**src/rtl/terrain_column_buffer.sv**
```systemverilog
// rtl/terrain_column_buffer.sv - clamped, optionally slew-limited terrain heights in a scrolling column buffer
// Optional feature macro: TERRAIN_SMOOTH_EN (STEP-limited smoothing toward a latched target).
module terrain_column_buffer #(
  parameter int         ADDR_W    = 6,
  parameter logic [9:0] MIN_VALUE = 10'd25,
  parameter logic [9:0] MAX_VALUE = 10'd175,
  parameter logic [9:0] STEP      = 10'd4
) (
  input  logic              clk,
  input  logic              rst,
  input  logic              game_en,
  input  logic [9:0]        random_in,
  input  logic [ADDR_W-1:0] rd_col,
  output logic [9:0]        rd_height,
  output logic              col_valid,
  output logic              ready
);

  localparam int NUM_COLS = 1 << ADDR_W;

  typedef enum logic {ST_INIT, ST_RUN} state_t;

  state_t            state_q, state_d;
  logic [ADDR_W-1:0] fill_cnt_q, fill_cnt_d;
  logic [ADDR_W-1:0] wr_ptr_q, wr_ptr_d;
  logic [9:0]        cur_q, cur_d;
  logic [9:0]        target_q, target_d;
  logic [9:0]        rd_height_q, rd_height_d;
  logic              col_valid_q, col_valid_d;

  logic [9:0]        ram [NUM_COLS];
  logic              we;
  logic [ADDR_W-1:0] waddr;
  logic [9:0]        wdata;
  logic [ADDR_W-1:0] rd_addr;

  logic [9:0]        clamp;
  logic [9:0]        target_next;
  logic [9:0]        cur_next;

  always_comb begin
    clamp = random_in;
    if (random_in < MIN_VALUE) begin
      clamp = MIN_VALUE;
    end else if (random_in > MAX_VALUE) begin
      clamp = MAX_VALUE;
    end
  end

`ifdef TERRAIN_SMOOTH_EN
  logic [9:0] diff;
  logic [9:0] step_amt;

  // A new target is only latched once the previous one has been reached.
  always_comb begin
    target_next = (cur_q == target_q) ? clamp : target_q;
    diff        = (target_next >= cur_q) ? (target_next - cur_q) : (cur_q - target_next);
    step_amt    = (diff < STEP) ? diff : STEP;
    cur_next    = (target_next >= cur_q) ? (cur_q + step_amt) : (cur_q - step_amt);
  end
`else
  always_comb begin
    target_next = clamp;
    cur_next    = clamp;
  end
`endif

  always_comb begin
    state_d     = state_q;
    fill_cnt_d  = fill_cnt_q;
    wr_ptr_d    = wr_ptr_q;
    cur_d       = cur_q;
    target_d    = target_q;
    col_valid_d = 1'b0;
    we          = 1'b0;
    waddr       = wr_ptr_q;
    wdata       = cur_next;
    case (state_q)
      ST_INIT: begin
        we         = 1'b1;
        waddr      = fill_cnt_q;
        wdata      = MIN_VALUE;
        fill_cnt_d = fill_cnt_q + 1'b1;
        if (&fill_cnt_q) begin
          state_d = ST_RUN;
        end
      end
      ST_RUN: begin
        if (game_en) begin
          we          = 1'b1;
          cur_d       = cur_next;
          target_d    = target_next;
          wr_ptr_d    = wr_ptr_q + 1'b1;
          col_valid_d = 1'b1;
        end
      end
      default: state_d = ST_INIT;
    endcase
  end

  // wr_ptr points at the oldest column, so screen index 0 maps onto it directly.
  assign rd_addr = wr_ptr_q + rd_col;

  always_comb begin
    rd_height_d = MIN_VALUE;
    if (state_q == ST_RUN) begin
      rd_height_d = ram[rd_addr];
    end
  end

  always_ff @(posedge clk) begin
    if (we) begin
      ram[waddr] <= wdata;
    end
  end

  always_ff @(posedge clk or negedge rst) begin
    if (!rst) begin
      state_q     <= ST_INIT;
      fill_cnt_q  <= '0;
      wr_ptr_q    <= '0;
      cur_q       <= MIN_VALUE;
      target_q    <= MIN_VALUE;
      rd_height_q <= MIN_VALUE;
      col_valid_q <= 1'b0;
    end else begin
      state_q     <= state_d;
      fill_cnt_q  <= fill_cnt_d;
      wr_ptr_q    <= wr_ptr_d;
      cur_q       <= cur_d;
      target_q    <= target_d;
      rd_height_q <= rd_height_d;
      col_valid_q <= col_valid_d;
    end
  end

  assign rd_height = rd_height_q;
  assign col_valid = col_valid_q;
  assign ready     = (state_q == ST_RUN);

endmodule

```
**config.mk**
```make
export PLATFORM = sky130hd
export DESIGN_NAME = terrain_column_buffer
export DESIGN_NICKNAME = d
export VERILOG_FILES = /design/src/rtl/terrain_column_buffer.sv
export SDC_FILE = /design/constraint.sdc
export NUM_CORES = 1
export LEC_CHECK = 0
export BUFFER_PORTS_ARGS = -buffer_cell sky130_fd_sc_hd__buf_2
export CORE_MARGIN = 3
export CORE_UTILIZATION = 55
export DETAILED_ROUTE_END_ITERATION = 8
export GPL_TIMING_DRIVEN = 1
export HOLD_SLACK_MARGIN = 0.05
export PLACE_DENSITY_LB_ADDON = 0.3
export SETUP_SLACK_MARGIN = 0.02
export SYNTH_ARGS = -nofsm -noshare
export SYNTH_HDL_FRONTEND = slang
export SYNTH_SLANG_ARGS = --single-unit
export TNS_END_PERCENT = 50
```
**constraint.sdc**
```tcl
create_clock -name clk -period 6.9 [get_ports clk]
set_input_delay 0.345 -clock clk [delete_from_list [all_inputs] [get_ports clk]]
set_output_delay 0.345 -clock clk [all_outputs]
set_load 0.05 [all_outputs]
```
==> impl_metrics.csv, run 1 <==
group,metric,value,unit
synth,synth_flop_cell,"edfxtp_1",
worst_setup_path,cp.arrival,4540,ps
route,drtIter0Drc,1803,
timing,final.setup_skew,22.9,ps
synth,synth.avg_cell_area,19.2,µm²
pwr,total_power,8.19,mW
global_routing,top_usage_layer,"met2",
global_routing,grt_start_max_net_pins,105,
min_path,holdPathEnd,"wr_ptr_q[0]$_DFFE_PN0P_",
final_layout,drive_above_1_share,0.199,
synth,syn-instance-count,1373,
global_routing,grtUsageTotal,0.248,
final_layout,n_antenna_cell,0,
pwr,intPower,6.50,mW
synth,muxShareOfSynthArea,0.144,
pwr,swShare,0.207,
placement,hpwl,37200,µm
worst_setup_path,rr_endpoint,"rd_height[1]$_DFF_PN0_",
synth,synth_top_family_by_area,"multiplexers",
clocking,cts_buffers,67,
worst_setup_path,worstSetupPathDepth,8,
route,ant_nets,0,
synth,ys_seq_area_frac,0.750,
global_routing,grtUsageMet3,0.0505,
pwr,p_leak,8.80,nW
synth,synth_area_leaders,"edfxtp_1 73%, mux4_2 12%, mux2i_1 2.2%",
floorplanning,num_rows,79,
timing,setup_violations,0,
worst_setup_path,max_stage_delay,1170,ps
timing,fin_crit_sh,0.592,
pwr,max-vdd-ir-drop,0.215,mV
clocking,cts_buffer_depth,3,
global_routing,grtUsageMet2,0.378,
route,wire_per_inst,27.4,µm
synth,synthArstFlopShare,0.0361,
worst_setup_path,cp_num_buf_inv,2,
worst_setup_path,crit_chain,"ha_4 > inv_1 > fa_4 > buf_12 > mux4_2 > mux2i_1 > nor3_1 > or4_1",
min_path,worstHoldStart,"game_en",
route,finalWirelength,60600,µm
pwr,p_sw,1.69,mW
clocking,cts_root_buf,"clkbuf_16",
worst_setup_path,cp-end-kind,"flip-flop",
timing,slew_violations,0,
worst_setup_path,rrSetupSlack,2810,ps
synth,synth_edf_count,640,
run,maxCapViolations,0,
clocking,cts_tree,"built",
worst_setup_path,cp_slowest_cell,"fa_4",
pwr,pwr_density_cell,275,nW/µm²
synth,synth.distinct_cells,58,
synth,ys_warn_count,0,
clocking,cts.htree.levels,3,
floorplanning,start_util,0.563,
global_routing,antenna_found_initial,1,
floorplanning,die-area,50700,µm²
synth,ys_ff_latch,664,
placement,place_worst_setup_slack,2820,ps
pwr,power.share.clock,0.429,
timing,fmax,245,MHz
clocking,cts.sinks,664,
route,remaining_drc_errors,0,
global_routing,grt_pass1_vias,13600,
clocking,clock_latency,600,ps
pwr,combPwrFrac,0.038,
floorplanning,fp.dieW,225,µm
synth,synth_common_cells,"640 x edfxtp_1, 142 x mux4_2, 114 x nand2_1",
placement,post-place-cells,2086,
final_layout,fin_cells,2209,
final_layout,final_core_util,0.634,
timing,hold_viol,0,
synth,synth_top_area_share,0.728,
global_routing,grt_pass1_wl,90800,µm
worst_setup_path,start_kind,"flip-flop",
worst_setup_path,critical_path_class,"reg2reg",
floorplanning,die_h,225,µm
synth,syn-cell-area,26400,µm²
global_routing,grt-ovfl-total,0,
global_routing,met1_usage,0.369,
pwr,power_frac_seq,0.533,
synth,yosysMostFrequentCell,"edfxtp_1",
synth,yosysTopAreaCell,"edfxtp_1",
min_path,hold_depth,3,
floorplanning,pin_count,31,
synth,synth_compound_area_frac,0.0302,
synth,synth-simple-area-share,0.0498,
placement,port_buffers,30,
synth,synth_xor_xnor_area_share,0.00630,
min_path,hp-class,"in2reg",
final_layout,nets,1576,
timing,fin_crit,4090,ps
worst_setup_path,required,7350,ps
timing,worstMarginPinSlew,1400,ps
synth,synth_fa_ha_area_frac,0.00407,
floorplanning,core,47000,µm²
worst_setup_path,cp_max_fo,104,
clocking,clk_pin_slew,60,ps
worst_setup_path,crit_family,"adder cells",
final_layout,fillers,3117,
timing,layout_setup_ws,2810,ps
clocking,ctsResizeCount,0,
route,routed_via_density,6.23,
worst_setup_path,r2r-start,"wr_ptr_q[0]$_DFFE_PN0P_",
outcome,status,"complete, no violations",
route,first_pass_iters,5,
final_layout,area_growth,12.7,%
timing,setup_tns,0,ps
timing,maxSlewHeadroom,0.0635,
route,num_vias,13800,
worst_setup_path,reg2reg_depth,8,
timing,rsz0062_at_grt,"no",
placement,place_congestion,0.870,
-- flip-flops by register name (all words and copies together) (netlist names) --
signal,cells
ram,640
rd_height,10
fill_cnt_q,6
wr_ptr_q,6
col_valid,1
ready,1
-- timing repair --
action | 4_1_cts | 5_1_grt
endpoints found under the hold margin | 21 | 0
setup buffers | 0 | 0
hold buffers | 1 | 0
-- power by group through the flow --
stage / sequential [mW] / clock (mW) / combinational, mW
after floorplan: 4.45 / 0 / 0.222
after global placement: 4.45 / 0 / 0.305
after detailed placement: 4.45 / 0 / 0.308
after CTS: 4.36 / 3.56 / 0.310
after global routing: 4.36 / 3.73 / 0.334
final: 4.36 / 3.51 / 0.312
-- worst reg2reg max path: cells and delay by family, from the launching register on --
kind	cells	cell delay [ps]
adders and majority gates	2	1360
buffers and inverters	2	670
muxes	2	870
and+or+nand+nor	2	600
DFF	1	470
-- cell usage in the layout (no fill, tap or decap), types with 3 or more instances in the layout --
cell type	count
clkbuf_1	14
conb_1	128
ha_1	6
nand4_1	3
a21oi_1	29
o21a_2	3
a311oi_1	6
clkbuf_8	4
inv_1	7
o22ai_1	13
nor3_1	15
or2_2	4
o41ai_2	6
o21ai_0	23
dfstp_2	3
mux2i_1	57
o21a_1	3
buf_12	3
nor4_1	11
clkinv_2	11
o32ai_1	6
bufinv_16	4
and3_1	15
or4_1	6
a32o_1	3
buf_4	16
nor2_1	79
xnor2_1	11
edfxtp_1	640
nand2b_1	9
nand3_1	30
dfrtp_1	21
mux4_2	142
nand2_1	113
inv_6	3
buf_2	30
clkinv_1	13
clkbuf_16	68
-- logic make-up after synthesis --
family | after synthesis
buffers and inverters | 77
and+or+nand+nor | 295
AOI/OAI and AO/OA | 111
other | 1
xor gates and xnor gates | 16
adders and majority gates | 8
DFF | 664
muxes | 201
-- per-stage QoR --
| step | hold WS (ps) | area, µm² |
|---|---|---|
| after floorplan | 49.4 | 26900 |
| after global placement | 418 | 27700 |
| after detailed placement | 433 | 27700 |
| after CTS | 116 | 29800 |
| after global routing | 135 | 29800 |
| final | 128 | 29800 |
-- layout make-up --
class / instances / area [µm²] / area share
Clock inverter: 36 / 310 / 0.0104
Inverter: 7 / 26.3 / 0.000882
Sequential cell: 664 / 19800 / 0.666
Tap cell: 607 / 759 / 0.0255
Multi-Input combinational cell: 759 / 6710 / 0.225
Timing Repair Buffer: 50 / 340 / 0.0114
Clock buffer: 86 / 1810 / 0.0608
-- worst max-delay path by stage --
| stage | to | slack (ps) | from |
|---|---|---|---|
| 2_1_floorplan | ram[0][7]$_DFFE_PP_ | 3690 | ready$_DFF_PN0_ |
| 3_3_place_gp | rd_height[2]$_DFF_PN0_ | 2840 | wr_ptr_q[0]$_DFFE_PN0P_ |
| 3_5_place_dp | rd_height[2]$_DFF_PN0_ | 2820 | wr_ptr_q[0]$_DFFE_PN0P_ |
| 4_1_cts | rd_height[9]$_DFF_PN0_ | 2810 | wr_ptr_q[0]$_DFFE_PN0P_ |
| 5_1_grt | rd_height[1]$_DFF_PN0_ | 2710 | wr_ptr_q[0]$_DFFE_PN0P_ |
| 6_report | rd_height[1]$_DFF_PN0_ | 2810 | wr_ptr_q[0]$_DFFE_PN0P_ |
-- metal layers --
metal  vias to the layer above  part of all wire
li1                       5782                 -
met1                      7141              0.40
met2                       722              0.47
met3                       119             0.094
met4                         0             0.031
met5                         -                 0
Note: power is estimated with default switching activity, not from simulation.
==> run 2, diff against run 1 <==
==> constraint.sdc (replaced) <==
create_clock -name clk -period 3.4 [get_ports clk]
set_input_delay 0.17 -clock clk [delete_from_list [all_inputs] [get_ports clk]]
set_output_delay 0.17 -clock clk [all_outputs]
set_load 0.05 [all_outputs]
==> impl_metrics.csv, run 2 (synthesized netlist as in run 1, its figures left out) <==
group,metric,value,unit
pwr,swShare,0.205,
route,first_pass_iters,6,
floorplanning,num_rows,79,
floorplanning,pin_count,31,
min_path,hp-class,"in2async",
timing,fin_crit_sh,0.996,
timing,setup_tns,0,ps
final_layout,fin_cells,2334,
global_routing,grtUsageTotal,0.253,
route,drtIter0Drc,1779,
worst_setup_path,start_kind,"flip-flop",
placement,place_worst_setup_slack,-133,ps
final_layout,largest_register_ffs,640,
run,maxCapViolations,0,
floorplanning,fp.dieW,225,µm
global_routing,grt_start_max_net_pins,65,
outcome,status,"complete, no violations",
timing,fmax,295,MHz
worst_setup_path,cp.arrival,3840,ps
pwr,power_frac_seq,0.537,
pwr,combPwrFrac,0.045,
route,num_vias,14300,
pwr,power.share.clock,0.418,
clocking,cts_root_buf,"clkbuf_16",
pwr,pwr_density_cell,532,nW/µm²
route,ant_nets,0,
final_layout,regMostFlops,"ram",
placement,place_congestion,0.941,
timing,hold_viol,0,
global_routing,antenna_found_initial,0,
floorplanning,die-area,50700,µm²
worst_setup_path,cp_common_cell,"mux2i_1",
pwr,p_sw,3.38,mW
worst_setup_path,cp_max_fo,28,
final_layout,mostFrequentLayoutCells,"640 x edfxtp_1, 142 x mux4_2, 128 x conb_1, 120 x buf_4, 112 x nand2_1",
timing,rsz0062_at_grt,"yes",
clocking,clk_pin_slew,60,ps
floorplanning,die_h,225,µm
clocking,cts.htree.levels,3,
final_layout,n_antenna_cell,0,
clocking,cts_buffers,66,
worst_setup_path,critical_path_class,"reg2reg",
pwr,max-vdd-ir-drop,0.421,mV
pwr,intPower,13.1,mW
pwr,p_leak,9.54,nW
route,remaining_drc_errors,0,
route,routed_via_density,6.13,
worst_setup_path,cp-end-kind,"flip-flop",
final_layout,layout_commonest_cell,"edfxtp_1",
clocking,clock_latency,600,ps
global_routing,grt_pass1_wl,93000,µm
timing,worst_hold_slack,174,ps
worst_setup_path,crit_chain,"ha_4 > inv_1 > fa_4 > buf_12 > buf_12 > buf_16 > mux4_2 > mux2i_1 > mux2i_1 > mux2i_1 > o211ai_1",
floorplanning,start_util,0.563,
timing,worstMarginPinSlew,903,ps
placement,port_buffers,30,
global_routing,grt-ovfl-total,0,
timing,slew_violations,0,
route,finalWirelength,63100,µm
worst_setup_path,required,3860,ps
global_routing,grt_pass1_vias,14400,
clocking,cts_buffer_depth,3,
final_layout,nets,1703,
worst_setup_path,max_stage_delay,800,ps
worst_setup_path,cp_slowest_cell,"fa_4",
final_layout,final_core_util,0.661,
final_layout,area_growth,17.5,%
floorplanning,core,47000,µm²
timing,layout_setup_ws,12.4,ps
route,wire_per_inst,27.0,µm
clocking,cts.sinks,664,
timing,final.setup_skew,21.2,ps
timing,maxSlewHeadroom,0.398,
final_layout,drive_above_1_share,0.259,
placement,post-place-cells,2196,
placement,hpwl,39700,µm
timing,setup_violations,0,
clocking,cts_tree,"built",
timing,fin_crit,3390,ps
[run 2: cell count changes in the layout (fill, tap and decap cells not counted), sizes merged]
cell | before | now
dlygate4sd3 | 1 | 2
clkbuf | 86 | 85
clkinvlp | 2 | 3
clkinv | 26 | 30
inv | 11 | 8
buf | 49 | 174
bufinv | 4 | 2
[run 2: power by group through the flow]
stage / sequential (mW) / clock [mW] / combinational, mW
after global placement: 9.03 / 0 / 0.675
after floorplan: 9.03 / 0 / 0.451
after detailed placement: 9.03 / 0 / 0.680
after CTS: 8.86 / 7.02 / 0.696
final: 8.86 / 6.90 / 0.743
after global routing: 8.85 / 7.34 / 0.792
[run 2: worst paths after layout]
path,start,endpoint,slack [ps],cells after the start
worst max register to register,wr_ptr_q[0]$_DFFE_PN0P_,rd_height[8]$_DFF_PN0_,10,11
min in group clk,random_in[2],ram[49][2]$_DFFE_PP_,290,3
max in group asynchronous,rst,rd_height[9]$_DFF_PN0_,2740,2
worst min register to register,fill_cnt_q[4]$_DFFE_PN0N_,fill_cnt_q[4]$_DFFE_PN0N_,520,1
worst min-delay path,rst,col_valid$_DFF_PN0_,170,2
worst max-delay path,wr_ptr_q[0]$_DFFE_PN0P_,rd_height[8]$_DFF_PN0_,10,11
[run 2: routing by layer]
layer	routed length (µm)	track usage	part of all wire	up-vias
met2	29600	0.382	0.47	762
met4	2230	0.0933	0.035	0
met1	25100	0.374	0.40	7378
met3	6180	0.0526	0.098	138
li1	-	-	-	6037
met5	0	0	0	-
[run 2: per-stage QoR]
stage	power, mW	instance area (µm²)
floorplan	9.48	26900
global placement	9.71	28600
detailed placement	9.71	28600
CTS	16.6	30800
global route	17.0	31000
finish	16.5	31000
[run 2: critical path, delay by kind of cell (launching register included)]
| kind | cells | cell delay, ps |
|---|---|---|
| AOI/OAI and AO/OA | 1 | 140 |
| adders and majority gates | 2 | 960 |
| buffers and inverters | 4 | 540 |
| DFF | 1 | 410 |
| muxes | 4 | 1180 |
[run 2: layout make-up]
type | instances | area (µm²)
sequential | 664 | 19800
fill | 3064 | 15900
multi-input combinational | 759 | 6760
clock buffer | 83 | 1820
timing repair buffer | 178 | 1600
tap | 607 | 759
clock inverter | 36 | 235
inverter | 7 | 26.3
[run 2: timing repair]
item / 4_1_cts / 5_1_grt
pin swaps: 1 / 1
hold buffers: 2 / 0
setup buffers: 3 / 12
hold endpoints to repair: 26 / 0
gates cloned: 0 / 2
resized for setup: 3 / 16
endpoints found under the setup margin: 5 / 10
